## src/rtl/elevator_ctrl.sv

```systemverilog
// -----------------------------------------------------------------------------
// elevator_ctrl
// Car-motion scheduler. Reads the latched request vectors from the hall/cab
// request register, moves the car one floor at a time, stops at floors whose
// requests match the travel direction, holds the door open, and pulses the
// matching clear lines back to the request register.
//
// Parameters:
//   BUTTONS_WIDTH  number of floors (2..15; 4'hF is the "none blocked" code)
//   MOVE_CYCLES    clock cycles spent travelling one floor (>= 1)
//   DOOR_CYCLES    clock cycles the door stays open (>= 1)
//
// Ports:
//   clk                         system clock, rising edge
//   reset                       synchronous, active-low reset
//   active_in_levels            pending cab requests, one per floor
//   active_out_up_levels        pending hall-up requests (no up button on top floor)
//   active_out_down_levels      pending hall-down requests (no down button on floor 0)
//   inactivate_in_levels        one-cycle clear pulse, cab
//   inactivate_out_up_levels    one-cycle clear pulse, hall-up
//   inactivate_out_down_levels  one-cycle clear pulse, hall-down
//   buttons_blocked             floor whose buttons are ignored, 4'hF = none
//   current_floor               car position
//   direction                   00 idle, 01 up, 10 down
//   door_open                   high while the door is open
// -----------------------------------------------------------------------------
module elevator_ctrl #(
   parameter int BUTTONS_WIDTH = 8,
   parameter int MOVE_CYCLES   = 4,
   parameter int DOOR_CYCLES   = 6
) (
   input  logic                     clk,
   input  logic                     reset,
   input  logic [BUTTONS_WIDTH-1:0] active_in_levels,
   input  logic [BUTTONS_WIDTH-2:0] active_out_up_levels,
   input  logic [BUTTONS_WIDTH-1:1] active_out_down_levels,
   output logic [BUTTONS_WIDTH-1:0] inactivate_in_levels,
   output logic [BUTTONS_WIDTH-2:0] inactivate_out_up_levels,
   output logic [BUTTONS_WIDTH-1:1] inactivate_out_down_levels,
   output logic [3:0]               buttons_blocked,
   output logic [3:0]               current_floor,
   output logic [1:0]               direction,
   output logic                     door_open
);

   localparam int W   = BUTTONS_WIDTH;
   localparam int MCW = (MOVE_CYCLES > 1) ? $clog2(MOVE_CYCLES) : 1;
   localparam int DCW = (DOOR_CYCLES > 1) ? $clog2(DOOR_CYCLES) : 1;

   localparam logic [MCW-1:0] MOVE_LAST = MCW'(MOVE_CYCLES - 1);
   localparam logic [DCW-1:0] DOOR_LAST = DCW'(DOOR_CYCLES - 1);

   localparam logic [1:0] DIR_IDLE = 2'b00;
   localparam logic [1:0] DIR_UP   = 2'b01;
   localparam logic [1:0] DIR_DOWN = 2'b10;

   typedef enum logic [1:0] {
      S_IDLE,
      S_MOVE,
      S_CHECK,
      S_DOOR
   } state_t;

   // State registers
   state_t         state_reg, state_next;
   logic [3:0]     floor_reg, floor_next;
   logic [1:0]     dir_reg, dir_next;
   logic [MCW-1:0] move_cnt_reg, move_cnt_next;
   logic [DCW-1:0] door_cnt_reg, door_cnt_next;
   logic [W-1:0]   clr_in_reg, clr_in_next;
   logic [W-2:0]   clr_up_reg, clr_up_next;
   logic [W-1:1]   clr_down_reg, clr_down_next;

   // Per-floor request view, padded so every floor has all three bits
   logic [W-1:0] up_vec;
   logic [W-1:0] down_vec;
   logic [W-1:0] req_vec;
   logic [W-1:0] here_vec;
   logic [W-1:0] above_vec;
   logic [W-1:0] below_vec;

   genvar gi;
   generate
      for (gi = 0; gi < W; gi++) begin : g_floor
         if (gi <= W - 2) begin : g_up
            assign up_vec[gi] = active_out_up_levels[gi];
         end else begin : g_no_up
            assign up_vec[gi] = 1'b0;
         end

         if (gi >= 1) begin : g_down
            assign down_vec[gi] = active_out_down_levels[gi];
         end else begin : g_no_down
            assign down_vec[gi] = 1'b0;
         end

         assign req_vec[gi]   = active_in_levels[gi] | up_vec[gi] | down_vec[gi];
         assign here_vec[gi]  = (4'(gi) == floor_reg);
         assign above_vec[gi] = (4'(gi) >  floor_reg);
         assign below_vec[gi] = (4'(gi) <  floor_reg);
      end
   endgenerate

   // Floor-relative summaries; above is structurally 0 at the top floor and
   // below is 0 at floor 0 because the masks are empty there.
   logic in_here, up_here, down_here, req_here;
   logic above, below, further;

   assign in_here   = |(active_in_levels & here_vec);
   assign up_here   = |(up_vec & here_vec);
   assign down_here = |(down_vec & here_vec);
   assign req_here  = |(req_vec & here_vec);
   assign above     = |(req_vec & above_vec);
   assign below     = |(req_vec & below_vec);

   always_comb begin
      further = 1'b0;
      if (dir_reg == DIR_UP) begin
         further = above;
      end else if (dir_reg == DIR_DOWN) begin
         further = below;
      end
   end

   // Next-state and clear-pulse selection
   logic sel_in, sel_up, sel_down, stop_here;

   always_comb begin
      state_next    = state_reg;
      floor_next    = floor_reg;
      dir_next      = dir_reg;
      move_cnt_next = move_cnt_reg;
      door_cnt_next = door_cnt_reg;
      sel_in        = 1'b0;
      sel_up        = 1'b0;
      sel_down      = 1'b0;
      stop_here     = in_here
                    | (up_here & (dir_reg == DIR_UP))
                    | (down_here & (dir_reg == DIR_DOWN))
                    | (!further & req_here);

      case (state_reg)
         S_IDLE: begin
            if (req_here) begin
               // Serviced in place: everything at this floor is cleared.
               state_next    = S_DOOR;
               door_cnt_next = '0;
               dir_next      = DIR_IDLE;
               sel_in        = 1'b1;
               sel_up        = 1'b1;
               sel_down      = 1'b1;
            end else if (above) begin
               dir_next      = DIR_UP;
               state_next    = S_MOVE;
               move_cnt_next = '0;
            end else if (below) begin
               dir_next      = DIR_DOWN;
               state_next    = S_MOVE;
               move_cnt_next = '0;
            end
         end

         S_MOVE: begin
            if (move_cnt_reg == MOVE_LAST) begin
               floor_next    = (dir_reg == DIR_DOWN) ? floor_reg - 4'd1 : floor_reg + 4'd1;
               move_cnt_next = '0;
               state_next    = S_CHECK;
            end else begin
               move_cnt_next = move_cnt_reg + MCW'(1);
            end
         end

         S_CHECK: begin
            if (stop_here) begin
               state_next    = S_DOOR;
               door_cnt_next = '0;
               sel_in        = 1'b1;
               sel_up        = (dir_reg == DIR_UP);
               sel_down      = (dir_reg == DIR_DOWN);
               if (!further) begin
                  // End of travel or reversal: the opposite hall call is
                  // answered too and the car becomes directionless.
                  sel_up   = 1'b1;
                  sel_down = 1'b1;
                  dir_next = DIR_IDLE;
               end
            end else if (further) begin
               state_next    = S_MOVE;
               move_cnt_next = '0;
            end else begin
               state_next = S_IDLE;
               dir_next   = DIR_IDLE;
            end
         end

         S_DOOR: begin
            if (door_cnt_reg == DOOR_LAST) begin
               door_cnt_next = '0;
               if (((dir_reg == DIR_UP) && above) || ((dir_reg == DIR_DOWN) && below)) begin
                  state_next    = S_MOVE;
                  move_cnt_next = '0;
               end else begin
                  state_next = S_IDLE;
                  dir_next   = DIR_IDLE;
               end
            end else begin
               door_cnt_next = door_cnt_reg + DCW'(1);
            end
         end

         default: begin
            state_next = S_IDLE;
            dir_next   = DIR_IDLE;
         end
      endcase

      // Only requests that are actually pending receive a clear pulse, and
      // only at the current floor, so at most one floor pulses per cycle.
      clr_in_next   = here_vec & active_in_levels & {W{sel_in}};
      clr_up_next   = here_vec[W-2:0] & active_out_up_levels & {(W-1){sel_up}};
      clr_down_next = here_vec[W-1:1] & active_out_down_levels & {(W-1){sel_down}};
   end

   always_ff @(posedge clk) begin
      if (!reset) begin
         state_reg    <= S_IDLE;
         floor_reg    <= '0;
         dir_reg      <= DIR_IDLE;
         move_cnt_reg <= '0;
         door_cnt_reg <= '0;
         clr_in_reg   <= '0;
         clr_up_reg   <= '0;
         clr_down_reg <= '0;
      end else begin
         state_reg    <= state_next;
         floor_reg    <= floor_next;
         dir_reg      <= dir_next;
         move_cnt_reg <= move_cnt_next;
         door_cnt_reg <= door_cnt_next;
         clr_in_reg   <= clr_in_next;
         clr_up_reg   <= clr_up_next;
         clr_down_reg <= clr_down_next;
      end
   end

   assign inactivate_in_levels       = clr_in_reg;
   assign inactivate_out_up_levels   = clr_up_reg;
   assign inactivate_out_down_levels = clr_down_reg;
   assign current_floor              = floor_reg;
   assign direction                  = dir_reg;
   assign door_open                  = (state_reg == S_DOOR);
   assign buttons_blocked            = (state_reg == S_DOOR) ? floor_reg : 4'hF;

endmodule

```

## config.mk

```make
export PLATFORM = sky130hd
export DESIGN_NAME = elevator_ctrl
export DESIGN_NICKNAME = d
export VERILOG_FILES = /design/src/rtl/elevator_ctrl.sv
export SDC_FILE = /design/constraint.sdc
export NUM_CORES = 1
export LEC_CHECK = 0
export ABC_AREA = 0
export CORE_MARGIN = 2
export CORE_UTILIZATION = 33
export DETAILED_ROUTE_END_ITERATION = 10
export HOLD_SLACK_MARGIN = 0.02
export PLACE_DENSITY = 0.66
export SLEW_MARGIN = 20
export SYNTH_ARGS = -nofsm -noshare
export SYNTH_HDL_FRONTEND = slang
export SYNTH_SLANG_ARGS = --single-unit
export TNS_END_PERCENT = 1
```

## constraint.sdc

```tcl
create_clock -name clk -period 3.96 [get_ports clk]
set_clock_uncertainty 0.1 [all_clocks]
set_input_delay 0.594 -clock clk [delete_from_list [all_inputs] [get_ports clk]]
set_output_delay 0.594 -clock clk [all_outputs]
set_load 0.02 [all_outputs]
```

# ---- Word-level counts from Yosys, hierarchy flattened
# Cells that the tools add are included.
dict set report op_classes {
  add_sub_neg 4
  n_lt_le_gt_ge 16
  n_eq_ne 26
  n_mux 42
  n_bitwise 31
  n_reduce_logical 18
}
# cell n
set op_table {}
lappend op_table {{$and A8 B8 Y8} 6}
lappend op_table {{$reduce_or A8 Y1} 6}
lappend op_table {{$mux W2} 20}
lappend op_table {{$and A7 B7 Y7} 4}
lappend op_table {{$or A1 B1 Y1} 17}
lappend op_table {{$eq A3 B4 Y1 const A} 4}
lappend op_table {{$gt A3 B4 Y1 const A} 4}
lappend op_table {{$lt A3 B4 Y1 const A} 4}
lappend op_table {{$ne A2 B2 Y1 const B} 8}
lappend op_table {{$pmux W2 S4} 2}
lappend op_table {{$mux W1} 10}
lappend op_table {{$mux W3} 3}
lappend op_table {{$pmux W3 S3} 1}
lappend op_table {{$and A7 B8 Y8} 1}
lappend op_table {{$eq A2 B2 Y1 const B} 4}
lappend op_table {{$eq A2 B4 Y1 const A} 2}
lappend op_table {{$gt A1 B4 Y1 const A} 2}
lappend op_table {{$gt A2 B4 Y1 const A} 2}
lappend op_table {{$lt A1 B4 Y1 const A} 2}
lappend op_table {{$lt A2 B4 Y1 const A} 2}
lappend op_table {{$mux W4} 2}
lappend op_table {{$pmux W1 S2} 3}
lappend op_table {{$pmux W2 S3} 1}
lappend op_table {{$reduce_and A3 Y1} 2}
lappend op_table {{other kinds (20)} 25}
dict set report totals {
  register_bits 35
  in_bits 24
  output_inout_bits 33
  wordCells 145
}

# ---- Longest topological paths before layout
# Gate-level depths: netlist of the first run.
dict set report depth {
  word_depth 12
  ltp_mapped 12
  ltp_nobuf 9
}

# ---- Worst setup path before layout of the first run
# Ideal clock, no wire load.
dict set report synth_path {
  path_kind {flip-flop to flip-flop}
  startpoint {reg floor_reg[1], in the netlist current_floor[1]}
  endpoint {reg clr_up_reg[4], in the netlist inactivate_out_up_levels[4]}
  setup_time_ns 0.131
  t_arrival_ns 2.870
  required_ns 3.729
  setup_slack_ns 0.859
  path_stages_with_launch 13
  path_buffers 3
  period_less_slack_ns 3.101
  path_cell_list {dfxtp_1 buf_2 inv_1 ha_1 clkbuf_1 o31a_1 a2111o_1 a221o_1 and2_4 a311o_1 nand3_1 buf_4 nor3_1}
}
dict set report synth_between {
  elab_chain_cells 11
  word_cells_on_any_way 51
  classes_between {16 x order compare; 7 x eq/ne; 6 x mux; 14 x bitwise; 8 x reduce/logical}
}
# item line_no
set synth_lines {}
lappend synth_lines {{from (decl)} 66} ;# logic [3:0] floor_reg, floor_next;
lappend synth_lines {{from (signal assigned)} 236} ;# floor_reg <= floor_next;
lappend synth_lines {{$lt A1 B4 Y1, or another cell as far along} 100} ;# assign below_vec[gi] = (4'(gi) < floor_reg);
lappend synth_lines {{$and A8 B8 Y8} 114} ;# assign below = |(req_vec & below_vec);
lappend synth_lines {{$reduce_or A8 Y1} 114}
lappend synth_lines {{$mux W1} 120} ;# end else if (dir_reg == DIR_DOWN) begin
lappend synth_lines {{$mux W1} 118} ;# if (dir_reg == DIR_UP) begin
lappend synth_lines {{$logic_not A1 Y1} --}
lappend synth_lines {{$and A1 B1 Y1} 140} ;# | (!further & req_here);
lappend synth_lines {{$or A1 B1 Y1} 140}
lappend synth_lines {{$mux W1} 174} ;# if (stop_here) begin
lappend synth_lines {{$pmux W1 S2} 142} ;# case (state_reg)
lappend synth_lines {{$and A7 B7 Y7 *} 220} ;# clr_up_next = here_vec[W-2:0] & active_out_up_levels & {(W-1){sel_up}};
lappend synth_lines {{to (signal assigned)} 241} ;# clr_up_reg <= clr_up_next;
lappend synth_lines {{to (decl)} 71} ;# logic [W-2:0] clr_up_reg, clr_up_next;
# Mark *: on every way between the ends. The rest lies on a longest branch, timed or not.
# A chain may end at the register's enable or synchronous reset.

# ---- Final worst setup path of the first run
dict set report layout_path {
  startpoint {in active_in_levels[3]}
  endpoint {reg clr_down_reg (netlist bit inactivate_out_down_levels[6])}
}
dict set report layout_between {
  elab_chain_cells 12
  word_cells_on_any_way 22
  classes_between {6 x mux; 11 x bitwise; 5 x reduce/logical}
}
# item line_no
set layout_lines {}
lappend layout_lines {{from (decl)} 34} ;# input logic [BUTTONS_WIDTH-1:0] active_in_levels,
lappend layout_lines {{$or A1 B1 Y1 (2 in a row)} 97} ;# assign req_vec[gi] = active_in_levels[gi] | up_vec[gi] | down_vec[gi];
lappend layout_lines {{$and A8 B8 Y8} 114}
lappend layout_lines {{$reduce_or A8 Y1} 114}
lappend layout_lines {{$mux W1} 120}
lappend layout_lines {{$mux W1} 118}
lappend layout_lines {{$logic_not A1 Y1} --}
lappend layout_lines {{$and A1 B1 Y1} 140}
lappend layout_lines {{$or A1 B1 Y1} 140}
lappend layout_lines {{$mux W1} 174}
lappend layout_lines {{$pmux W1 S2 *} 142}
lappend layout_lines {{$and A7 B7 Y7 *} 221} ;# clr_down_next = here_vec[W-1:1] & active_out_down_levels & {(W-1){sel_down}};
lappend layout_lines {{to (signal assigned)} 242} ;# clr_down_reg <= clr_down_next;
lappend layout_lines {{to (decl)} 72} ;# logic [W-1:1] clr_down_reg, clr_down_next;
# Marks and branches as above.

==> results.toml, run 1 <==
[timing]
hold_viol_final = 0
slew_violations = 0
worstMarginPinSlew_ns = 0.632
post-route-period-util_pct = 82.7
setup_viol = 0
fmax_ghz = 0.306
rsz0062_at_grt = "no"
fin_crit_ns = 3.27
timing.setup.tns_ns = 0
timing.slew.headroom_pct = 57.8

[detailed_routing]
drcViolationCount = 0
num_vias = 2042
via_per_inst = 5.39
antenna_left = 0
wirelength_um = 5800
first_pass_iters = 4
first_iter_violations = 117
post_drt_wl_per_cell_um = 15.3

[yosys]
synth_edf_count = 0
ys_async_sr_fraction_pct = 0
ys_seq_area_share_pct = 34.9
synthFlopType = "dfxtp_1"
synth_cells = 250
synth.most_common_cell = "dfxtp_1"
ys_top_cells_by_area = "dfxtp_1 (35%), nor3_1 (5.7%), nand2_1 (5.0%)"
synth_seq_cells = 35
synth_commonest_cells = "dfxtp_1 (35), nand2_1 (27), nor3_1 (23), nor2_1 (15)"
synth.avg_cell_area_um2 = 8.03
syn-cell-area_um2 = 2010
synth_nets = 280
netlist.area_leader.share_pct = 34.9
yosys_warnings = 0
synth_top_area_cell = "dfxtp_1"
synth.distinct_cells = 55

[floorplan]
die_y_um = 82.0
core_um2 = 5890
initial_core_util_pct = 34.1
rows = 28
die_w_um = 82.0
die_area_um2 = 6730
io_pins = 57

[pwr]
seqPwrFrac_pct = 45.1
p_comb_share_pct = 20.7
p_switching_uw = 231
power_density_nw_per_um2 = 304
p_int_uw = 599
switching_share_pct = 27.9
power.leakage_nw = 0.928
clkPwrFrac_pct = 34.2
irDropWorstVdd_mv = 0.138

[layout]
area_growth_pct = 36.2
largest_reg_flops = 8
postLayoutCellArea_um2 = 2740
fin_nets = 333
layout-drive-gt1-share_pct = 7.89
nFillCells = 592
num_antenna_cells = 0

[place]
placed_cell_area_um2 = 2640
gp_congestion = 0.906
hpwl_um = 4310
io_buffers = 56

[worst_hold_path]
hp-start = "door_cnt_reg[1]"
worstHoldEndpoint = "door_cnt_reg[1]"
min_path_type = "reg -> reg"
hold_path_depth = 1

[critical_path]
worstPathMaxFanout = 22
arrival_ns = 3.32
r2r_setup_slack_ns = 0.70
r2r-end = "inactivate_out_down_levels[6]"
ff2ff_path_depth = 10
reg2reg_from = "current_floor[0]"
critPathLaunchType = "input port"
cp-end-kind = "flip-flop"
required_ns = 4.01
crit_type = "in -> reg"

[global_route]
globalRouteOverflowTotal = 0
grt_pass1_vias = 1965
grt_start_max_net_pins = 23
grt_pass1_wl_um = 9500
antenna_found_initial = 0
track_usage_pct = 18.4

[clock_tree]
clockBufferDepth = 2
cts_resized = 0
cts_tree = "yes"
cts_setup_buffers = 0
h-tree-depth = 2
ctsHoldBuffers = 0
clock_sinks = 35
path_clk_slew_ns = 0.07
cts_buffers = 5
clk_latency_ns = 0.29
clockRootBuffer = "clkbuf_8"

[run_status]
status = "completed"

[job]
drv_cap = 0
[placed cells by master (no fill, tap or decap), types with 2 or more instances in the layout]
master           Yosys  routed
o21bai_1             2       2
clkbuf_8             0       7
a22oi_1              6       6
mux2i_1              5       5
a211oi_1             7       7
buf_4                2       5
nand2_1             27      27
nand2b_1             5       5
nand4_1              3       3
a311oi_1             3       3
a221oi_1             2       2
nor2b_1              2       2
ha_1                 6       6
o21ai_0              6       6
a21oi_1             12      12
nand3_1             12      12
nor2_1              15      15
inv_1                7       7
dfxtp_1             35      35
o22ai_1              3       3
nor3_1              23      23
clkinv_1             2       2
a31o_2               2       2
o31ai_1              2       2
a21o_1               2       2
o31a_1               2       2
nor4_1               9       9
clkdlybuf4s50_1      0      56
or2_2                3       3
o22a_1               2       2
or3_1                5       5
xnor2_1              3       3
[cell type report]
class | instances | area (um2) | area share (%)
Timing Repair Buffer | 61 | 598 | 21.9
Inverter | 9 | 33.8 | 1.24
Clock buffer | 8 | 100 | 3.66
Sequential cell | 35 | 701 | 25.6
Multi-Input combinational cell | 191 | 1210 | 44.2
Tap cell | 75 | 93.8 | 3.43
[worst max-delay path: stages]
cell and delay [ns]:
clkdlybuf4s50_1 0.45, or3_4 0.42, a2111o_1 0.42, a221o_1 0.45, and2_4 0.22, a311o_1 0.32, nand3_1 0.10, buf_4 0.26
nor3_1 0.09
[worst max path at each step]
stage / startpoint / end / slack (ns) / depth (start not counted)
after global routing: current_floor[0] / inactivate_out_down_levels[4] / 0.41 / 10
after CTS: current_floor[0] / inactivate_out_down_levels[6] / 0.68 / 10
final: active_in_levels[3] / inactivate_out_down_levels[6] / 0.69 / 9
after detailed placement: active_out_up_levels[3] / inactivate_out_down_levels[6] / 0.41 / 9
after global placement: active_out_up_levels[3] / inactivate_out_down_levels[6] / 0.47 / 9
after floorplan: current_floor[1] / inactivate_out_up_levels[4] / 0.86 / 12
[metal layers]
layer / part of all wire [%] / vias up / track usage (%) / routed length [um]
met5: 0 / - / 0 / 0
met4: 1.8 / 0 / 7.67 / 105
met3: 6.9 / 10 / 4.62 / 402
met2: 45 / 73 / 30.1 / 2620
met1: 46 / 921 / 23.0 / 2670
li1: - / 1038 / - / -
[power groups by stage]
stage	combinational (mW)	sequential, mW	clock (mW)
CTS	0.171	0.375	0.294
global route	0.187	0.377	0.309
floorplan	0.0991	0.384	0
finish	0.172	0.375	0.284
detailed placement	0.170	0.383	0
global placement	0.169	0.382	0
[stage by stage]
stage	setup slack (ns)	utilization, %	instances	hold slack [ns]	power [mW]
floorplan	0.859	-	250	0.350	0.483
global placement	0.468	44.8	371	0.360	0.551
detailed placement	0.408	44.8	371	0.376	0.552
CTS	0.676	46.5	379	0.394	0.840
global route	0.414	46.5	379	0.420	0.873
finish	0.687	46.5	379	0.387	0.831
[logic make-up (layout without fill, tap and decap cells)]
family / after synthesis / after routing / share of synthesized area (%)
multiplexers: 6 / 6 / 3.05
buffers and inverters: 24 / 78 / 4.92
AND/OR/NAND/NOR: 115 / 115 / 29.8
flip-flops: 35 / 35 / 34.9
XOR/XNOR: 4 / 4 / 1.74
adder cells (fa/ha/maj): 6 / 6 / 3.74
AO/OA/AOI/OAI: 60 / 60 / 21.8
No activity file was read; power rests on OpenSTA's default activity.
==> run 2, diff against run 1 <==
clock period = 3.05 ns   (was 3.96 ns; I/O delays follow)
==> results.toml, run 2 (synthesized netlist as in run 1, its figures left out) <==
[floorplan]
initial_core_util_pct = 34.1
die_w_um = 82.0
die_area_um2 = 6730
die_y_um = 82.0
rows = 28
core_um2 = 5890
io_pins = 57

[clock_tree]
cts_resized = 0
h-tree-depth = 2
path_clk_slew_ns = 0.07
ctsHoldBuffers = 0
clock_sinks = 35
cts_tree = "yes"
clockBufferDepth = 2
clk_latency_ns = 0.29
clockRootBuffer = "clkbuf_8"
cts_setup_buffers = 0
cts_buffers = 5

[layout]
area_growth_pct = 51.6
final_core_util_pct = 51.7
postLayoutCellArea_um2 = 3040
final_common_cell = "clkdlybuf4s50_1"
instances_no_fill = 415
num_antenna_cells = 0
layout-drive-gt1-share_pct = 18.5
largest_reg_flops = 8
nFillCells = 580
multi_input_comb_area_um2 = 1210
fin_nets = 369
register_area_um2 = 704
layout_common_cells = "clkdlybuf4s50_1 (56), buf_4 (40), dfxtp_1 (34), nand2_1 (27), nor3_1 (23)"

[detailed_routing]
antenna_left = 0
first_pass_iters = 4
first_iter_violations = 134
drcViolationCount = 0
wirelength_um = 6390
via_per_inst = 5.33
num_vias = 2210
post_drt_wl_per_cell_um = 15.4

[global_route]
grt_pass1_vias = 2067
grt_start_max_net_pins = 23
grt_pass1_wl_um = 10200
globalRouteOverflowTotal = 0
track_usage_pct = 19.9
antenna_found_initial = 0

[run_status]
status = "completed"

[critical_path]
slowest_delay_ns = 0.43
path_cells = "clkdlybuf4s50_1, or3_4, a2111o_1, a221o_1, buf_4, a311oi_1, o2111ai_1, a31o_2"
r2r_setup_slack_ns = 0.23
required_ns = 3.13
crit_type = "in -> reg"
r2r-end = "move_cnt_reg[1]"
ff2ff_path_depth = 9
critical_path.slowest_cell = "clkdlybuf4s50_1"
worstPathMaxFanout = 6
arrival_ns = 3.00
cp-end-kind = "flip-flop"
critPathTopFamily = "compound AO/OA/AOI/OAI gates"
critPathBufInv = 2
reg2reg_from = "current_floor[1]"
critPathLaunchType = "input port"

[place]
place_inst = 407
gp_congestion = 0.905
io_buffers = 56
placed_cell_area_um2 = 2920
hpwl_um = 4890

[worst_hold_path]
hp-start = "door_cnt_reg[1]"
hold_path_depth = 1
min_path_type = "reg -> reg"
worstHoldEndpoint = "door_cnt_reg[1]"

[pwr]
irDropWorstVdd_mv = 0.220
power_mw = 1.19
power.leakage_nw = 1.12
power_density_nw_per_um2 = 390

[timing]
fin_crit_ns = 2.92
hold_viol_final = 0
post-route-period-util_pct = 95.7
worstMarginPinSlew_ns = 0.527
slew_violations = 0
timing.slew.headroom_pct = 64.8
rsz0062_at_grt = "no"
setup_viol = 0
fmax_ghz = 0.343

[job]
drv_cap = 0
==> run 2: cell count changes in the layout (fill, tap and decap cells not counted), sizes merged <==
cell    change
buf        +36
bufinv      +1
clkbuf      -2
clkinv      +1
==> run 2: report_power, final <==
group	internal, mW	leakage [nW]	switching (mW)	total, mW
clock network	0.265	0.0612	0.171	0.436
logic	0.136	0.776	0.130	0.266
registers	0.470	0.284	0.0163	0.487
total	0.871	1.12	0.318	1.19
==> run 2: cell type report <==
cell class              count  area share [%]
clock buffers               6            2.71
well taps                  75            3.08
repair buffers             97            28.9
flip-flops and latches     35            23.1
multi-input cells         191            39.9
inverters                   9            1.11
clock inverters             2            1.15
==> run 2: routing by layer <==
metal | share of wire [%] | wire length (um) | vias up | global-route usage [%]
met3 | 7.0 | 450 | 7 | 3.96
met1 | 46 | 2940 | 1010 | 25.9
met5 | 0 | 0 | - | 0
li1 | - | - | 1109 | -
met4 | 1.1 | 68 | 0 | 5.50
met2 | 46 | 2930 | 84 | 33.4
==> run 2: how the worst max path moves through the flow <==
stage                         from                             to  slack [ns]  cells past startpoint
6_report       active_in_levels[3]                move_cnt_reg[1]        0.13                      8
5_1_grt           current_floor[0]    inactivate_out_up_levels[1]        0.03                     11
4_1_cts           current_floor[1]    inactivate_out_up_levels[2]        0.15                     10
3_5_place_dp   active_in_levels[3]                door_cnt_reg[2]       -0.13                      8
3_3_place_gp   active_in_levels[3]  inactivate_out_down_levels[2]        -0.1                      9
2_1_floorplan     current_floor[1]    inactivate_out_up_levels[4]        0.06                     12
==> run 2: through the flow <==
| step | hold slack, ns | setup TNS (ns) | setup WS [ns] |
|---|---|---|---|
| after CTS | 0.388 | 0 | 0.148 |
| after detailed placement | 0.369 | -3.02 | -0.131 |
| after floorplan | 0.350 | 0 | 0.0583 |
| after global placement | 0.359 | -2.36 | -0.0970 |
| after global routing | 0.416 | 0 | 0.0295 |
| final | 0.383 | 0 | 0.131 |
